<file path="src/rtl/uvma_rvfi_retire_sequencer.sv">
// Merges two RVFI retirement channels into a single stream released in ascending
// rvfi_order, with pulses for order gaps, dropped duplicates and head timeouts.
module uvma_rvfi_retire_sequencer #(
   parameter int unsigned         ORDER_WL    = 64,
   parameter int unsigned         DATA_W      = 256,
   parameter int unsigned         DEPTH       = 4,
   parameter logic [ORDER_WL-1:0] ORDER_START = '0,
   parameter int unsigned         TIMEOUT     = 16
) (
   input  logic                clk,
   input  logic                reset,
   input  logic                ch0_valid,
   input  logic [ORDER_WL-1:0] ch0_order,
   input  logic [DATA_W-1:0]   ch0_data,
   output logic                ch0_ready,
   input  logic                ch1_valid,
   input  logic [ORDER_WL-1:0] ch1_order,
   input  logic [DATA_W-1:0]   ch1_data,
   output logic                ch1_ready,
   output logic                out_valid,
   output logic [ORDER_WL-1:0] out_order,
   output logic [DATA_W-1:0]   out_data,
   input  logic                out_ready,
   output logic                err_gap,
   output logic                err_dup,
   output logic                err_timeout,
   output logic [ORDER_WL-1:0] expected_order
);
   localparam int unsigned PTR_W = $clog2(DEPTH);
   localparam int unsigned CNT_W = $clog2(TIMEOUT + 1);

   logic [1:0]          in_valid;
   logic [ORDER_WL-1:0] in_order [2];
   logic [DATA_W-1:0]   in_data [2];
   logic [1:0]          in_ready;
   logic [1:0]          head_valid;
   logic [ORDER_WL-1:0] head_order [2];
   logic [DATA_W-1:0]   head_data [2];
   logic [1:0]          pop;

   assign in_valid    = {ch1_valid, ch0_valid};
   assign in_order[0] = ch0_order;
   assign in_order[1] = ch1_order;
   assign in_data[0]  = ch0_data;
   assign in_data[1]  = ch1_data;
   assign ch0_ready   = in_ready[0];
   assign ch1_ready   = in_ready[1];

   genvar gi;
   generate
      for (gi = 0; gi < 2; gi++) begin : g_fifo
         logic [ORDER_WL-1:0] order_mem [DEPTH];
         logic [DATA_W-1:0]   data_mem [DEPTH];
         logic [PTR_W:0]      wr_ptr_reg;
         logic [PTR_W:0]      rd_ptr_reg;
         logic                full;
         logic                push;

         // The extra MSB separates full (MSBs differ) from empty (pointers equal).
         assign full = (wr_ptr_reg[PTR_W-1:0] == rd_ptr_reg[PTR_W-1:0]) &&
                       (wr_ptr_reg[PTR_W] != rd_ptr_reg[PTR_W]);
         assign push           = in_valid[gi] && !full;
         assign in_ready[gi]   = !full;
         assign head_valid[gi] = (wr_ptr_reg != rd_ptr_reg);
         assign head_order[gi] = order_mem[rd_ptr_reg[PTR_W-1:0]];
         assign head_data[gi]  = data_mem[rd_ptr_reg[PTR_W-1:0]];

         always_ff @(posedge clk) begin
            if (push) begin
               order_mem[wr_ptr_reg[PTR_W-1:0]] <= in_order[gi];
               data_mem[wr_ptr_reg[PTR_W-1:0]]  <= in_data[gi];
            end
         end

         always_ff @(posedge clk) begin
            if (reset) begin
               wr_ptr_reg <= '0;
               rd_ptr_reg <= '0;
            end else begin
               if (push)
                  wr_ptr_reg <= wr_ptr_reg + 1'b1;
               if (pop[gi])
                  rd_ptr_reg <= rd_ptr_reg + 1'b1;
            end
         end
      end
   endgenerate

   logic                out_valid_reg;
   logic [ORDER_WL-1:0] out_order_reg;
   logic [DATA_W-1:0]   out_data_reg;
   logic                err_gap_reg, err_dup_reg, err_timeout_reg;
   logic [ORDER_WL-1:0] exp_reg, exp_next;
   logic [CNT_W-1:0]    cnt_reg, cnt_next;

   logic                can_load, match0, match1;
   logic                rel_valid, rel_sel;
   logic                sel_gap, sel_dup, sel_tmo;
   logic [ORDER_WL-1:0] rel_order;

   always_comb begin
      rel_valid = 1'b0;
      rel_sel   = 1'b0;
      pop       = 2'b00;
      sel_gap   = 1'b0;
      sel_dup   = 1'b0;
      sel_tmo   = 1'b0;
      cnt_next  = cnt_reg;
      exp_next  = exp_reg;
      can_load  = !out_valid_reg || out_ready;
      match0    = head_valid[0] && (head_order[0] == exp_reg);
      match1    = head_valid[1] && (head_order[1] == exp_reg);
      if (can_load) begin
         if (head_valid == 2'b11 && head_order[0] == head_order[1]) begin
            rel_valid = 1'b1;
            pop       = 2'b11;
            sel_dup   = 1'b1;
         end else if (match0) begin
            rel_valid = 1'b1;
            pop       = 2'b01;
         end else if (match1) begin
            rel_valid = 1'b1;
            rel_sel   = 1'b1;
            pop       = 2'b10;
         end else if (head_valid == 2'b11) begin
            rel_valid = 1'b1;
            rel_sel   = head_order[1] < head_order[0];
            pop       = rel_sel ? 2'b10 : 2'b01;
            sel_gap   = 1'b1;
         end else if (head_valid != 2'b00) begin
            // A lone out-of-order head waits for its peer until the counter expires.
            if (cnt_reg == CNT_W'(TIMEOUT)) begin
               rel_valid = 1'b1;
               rel_sel   = head_valid[1];
               pop       = head_valid;
               sel_gap   = 1'b1;
               sel_tmo   = 1'b1;
            end else begin
               cnt_next = cnt_reg + CNT_W'(1);
            end
         end
      end
      rel_order = rel_sel ? head_order[1] : head_order[0];
      if (rel_valid) begin
         exp_next = rel_order + ORDER_WL'(1);
         cnt_next = '0;
      end
      if (head_valid == 2'b00)
         cnt_next = '0;
   end

   always_ff @(posedge clk) begin
      if (reset) begin
         out_valid_reg   <= 1'b0;
         out_order_reg   <= '0;
         out_data_reg    <= '0;
         err_gap_reg     <= 1'b0;
         err_dup_reg     <= 1'b0;
         err_timeout_reg <= 1'b0;
         exp_reg         <= ORDER_START;
         cnt_reg         <= '0;
      end else begin
         err_gap_reg     <= sel_gap;
         err_dup_reg     <= sel_dup;
         err_timeout_reg <= sel_tmo;
         exp_reg         <= exp_next;
         cnt_reg         <= cnt_next;
         if (can_load)
            out_valid_reg <= rel_valid;
         if (rel_valid) begin
            out_order_reg <= rel_order;
            out_data_reg  <= rel_sel ? head_data[1] : head_data[0];
         end
      end
   end

   assign out_valid      = out_valid_reg;
   assign out_order      = out_order_reg;
   assign out_data       = out_data_reg;
   assign err_gap        = err_gap_reg;
   assign err_dup        = err_dup_reg;
   assign err_timeout    = err_timeout_reg;
   assign expected_order = exp_reg;
endmodule

</file>
<file path="config.mk">
export PLATFORM = sky130hd
export DESIGN_NAME = uvma_rvfi_retire_sequencer
export DESIGN_NICKNAME = d
export VERILOG_FILES = /design/src/rtl/uvma_rvfi_retire_sequencer.sv
export SDC_FILE = /design/constraint.sdc
export NUM_CORES = 2
export LEC_CHECK = 0
export ABC_CLOCK_PERIOD_IN_PS = 11500
export CAP_MARGIN = 30
export CORE_MARGIN = 5
export CORE_UTILIZATION = 50
export CTS_BUF_LIST = sky130_fd_sc_hd__clkbuf_4 sky130_fd_sc_hd__clkbuf_8
export DETAILED_ROUTE_END_ITERATION = 12
export PLACE_DENSITY = 0.71
export RECOVER_POWER = 100
export SYNTH_ARGS = -nofsm -noshare
export SYNTH_HDL_FRONTEND = slang
export SYNTH_SLANG_ARGS = --single-unit
</file>
<file path="constraint.sdc">
create_clock -name clk -period 11.5 [get_ports clk]
set_input_delay 1.15 -clock clk [delete_from_list [all_inputs] [get_ports clk]]
set_output_delay 1.15 -clock clk [all_outputs]
set_load 0.05 [all_outputs]
</file>
==> impl_results.md <==
- PD cells: 224 nW/um2
- Synthesis Warnings: 0
- Clock Sink Count: 2969
- Leakage power: 47.5 nW
- Skew final: 0.124 ns
- Violated checks: capacitance limit, slew limit
- Compound-Gate Fraction of Synth Area: 0.0333
- XOR/XNOR share of the synthesized area: 0.0163
- Critical path's largest stage delay: 1.45 ns
- Final-report setup violation count: 0
- Vias in the first global route: 67000
- Top Ports: 1035
- Pint: 21.0 mW
- CTS Root Cell: clkbuf_8
- Syn_area_per_cell: 18.5 um2
- CP required: 12.35 ns
- Worst path slowest cell: dfxtp_1
- # rows: 177
- Remaining global-route overflow: 0
- Final GP Congestion: 0.956
- Maxcap violations: 52
- Post-DP HPWL: 236000 um
- Final min period: 9.67 ns
- Htree depth: 5
- Area grow syn2layout: 20.5%
- Cts hold-fix bufs: 0
- Cell family with most CP delay: simple AND/OR/NAND/NOR gates
- WP data arrival: 10.52 ns
- Max Slew Vio Count: 2880
- Crit. End Element: flop
- Slew HR: -4.17
- Via count: 67100
- Crit-path cells: buf_4 > mux4_2 > ha_1 > nand4_1 > nor4_1 > nand4_1 > a31oi_1 > nor4_1 > a22o_1 > o21ai_4 > mux2i_1 > inv_1 > ha_1 > nand2_1 > nor4_1 > nand3_1 > or3_1 > nor4_1 > mux2i_1 > xnor2_1 > o21ai_0
- Worst-margin pin slew: 7.75 ns
- Post-route cell area: 140000 um2
- Post-synth ARST share: 0
- Flop pwr share: 0.424
- Worst-path clk slew: 0.06 ns
- Final period utilization: 0.841
- Max FFs per register: 2048
- Buf+Inv Stages, Crit Path: 2
- Post-synthesis mux area share: 0.155
- Sw frac: 0.331
- First-pass GRT wire length: 502000 um
- Final hold vios: 0
- Share of cells above drive strength 1: 0.193
- ANT nets after route: 0
- Worst-case vdd ir drop: 0.164 mV
- Vias/cell: 6.00
- Most numerous cell on the critical path: nor4_1
- DP Area: 130000 um2
- Setup repair after global routing missed its margin: no
- IO buf count: 1034
- Fmax: 103 MHz
- Syn Inst Count: 6283
- DRT iter0 DRCs: 6694
- Setup bufs post-CTS: 0
- Maximum fanout along the worst path: 30
- Antenna violations before repair: 284
- Outcome: finished with violations
- Clock power share: 0.297
- FF+latch count, synth: 2969
- Adder-cell area share of the yosys netlist: 0.00835
- Core area: 232000 um2
- Pre-antenna DRT Iters: 5
- Clock Latency Late Sink: 1.13 ns
- DR WL/cell: 32.1 um
- Clock tree from TritonCTS: done
- Cell Area, Synth: 117000 um2
- Cell variety after synth: 76
- Fillcell total: 16800
- Logic pwr share: 0.278
- CTS Buf Count: 475
- Bufs on Longest Clock Path: 4
- EDFF count, synth: 2560
- Post-cts sizing count: 0
- Min-delay worst type: reg -> reg
- Post-Synth Simple-Gate Area: 0.0405
- Pwr Total: 31.5 mW
- DRC: 0
- Post-synth top flop: edfxtp_1
- Sw Pwr: 10.4 mW
- Worst Path Class, Setup: reg -> reg
- Total global-route track usage: 0.290
- Mapped Nets: 7005
- Die Y: 493 um
- Die X-Extent: 493 um
- Die area: 243000 um2
- Final WL: 359000 um
- CP Launch Type: flop
- Main combinational cell family by area after synthesis: multiplexers
- Initial Util: 0.502
- Sequential share of the synthesized area: 0.730
- Setup_tns: 0 ns
- Pin count of the biggest net entering global routing: 189
- Nets: 8274
## cells in the mapped netlist (11+ instances only)
master | instances | area, um2
xor2_1 | 24 | 210
nand2b_1 | 40 | 250
nand3_1 | 60 | 300
buf_2 | 102 | 510
mux4_2 | 635 | 14300
nand2_1 | 227 | 852
ha_1 | 77 | 963
nor4_1 | 28 | 175
o22ai_1 | 14 | 87.6
nor3_1 | 41 | 205
clkbuf_1 | 205 | 769
mux2_2 | 19 | 214
inv_1 | 104 | 390
buf_4 | 26 | 195
or3_1 | 11 | 68.8
nor2_1 | 437 | 1640
a211oi_1 | 285 | 2140
a311oi_1 | 40 | 350
a21oi_1 | 70 | 350
and2_1 | 12 | 75.1
xnor2_1 | 193 | 1690
dfxtp_1 | 409 | 8190
edfxtp_1 | 2560 | 76900
o21ai_0 | 39 | 195
and3_1 | 24 | 150
mux2i_1 | 350 | 3500
o211ai_1 | 24 | 180
nand4_1 | 86 | 538
## metrics by stage
stage,cells,hold WS (ns),setup slack [ns],utilization
CTS,11000,0.434,2.81,0.604
global route,11100,0.511,1.25,0.603
global placement,10100,0.471,2.98,0.561
finish,11200,0.495,1.83,0.604
floorplan,6283,0.461,2.24,-
detailed placement,10100,0.492,2.86,0.561
## cell type report
class / count / area (um2) / area share
diodes: 182 / 455 / 0.00324
multi-input cells: 2862 / 29500 / 0.210
inverters: 106 / 398 / 0.00283
clock buffers: 696 / 8500 / 0.0605
repair buffers: 1138 / 11200 / 0.0797
clock inverters: 178 / 1460 / 0.0104
well taps: 3043 / 3810 / 0.0271
flip-flops and latches: 2969 / 85100 / 0.606
## per-layer routing
layer | vias to the layer above | global-route usage | wire length, um
li1 | 28200 | - | -
met1 | 34400 | 0.376 | 134000
met2 | 3510 | 0.456 | 171000
met3 | 901 | 0.0832 | 34700
met4 | 110 | 0.140 | 18500
met5 | - | 0 | 691
## worst min-delay path, delay by kind of cell (launching register included)
| kind | cells | cell delay [ns] |
|---|---|---|
| AOI/OAI and AO/OA | 1 | 0.05 |
| DFF | 1 | 0.30 |
| and+or+nand+nor | 1 | 0.09 |
## cells in the final DEF (no fill, tap or decap), drive strengths merged, types with 49 or more instances in the layout
master,instances
a211oi,285
a21oi,70
buf,62
clkbuf,738
clkinv,142
dfxtp,409
diode,182
dlygate4sd3,1030
edfxtp,2560
ha,77
inv,115
mux2i,350
mux4,635
nand2,227
nand3,60
nand4,86
nor2,437
o21ai,49
xnor2,193
## cell families after synthesis
logic type	count (synthesis)
simple gates	1021
flops	2969
compound gates	542
buf+inv	452
fa+ha+maj	78
xor+xnor	217
mux	1004
## power by group through the flow
stage	clock (mW)	combinational (mW)	sequential (mW)
floorplan	0	4.30	14.9
global placement	0	8.90	13.5
detailed placement	0	8.96	13.5
CTS	9.49	9.00	13.3
global route	10.0	9.20	13.4
finish	9.35	8.76	13.3
## worst paths after layout
kind,slack [ns],start,cells past startpoint,endpoint
max,1.83,flop,21,expected_order[62]
min,0.49,out_order[31],2,out_order[31]
max reg2reg,1.83,flop,21,expected_order[62]
min reg2reg,0.49,out_order[31],2,out_order[31]
Power figures use the tool's default switching activity.
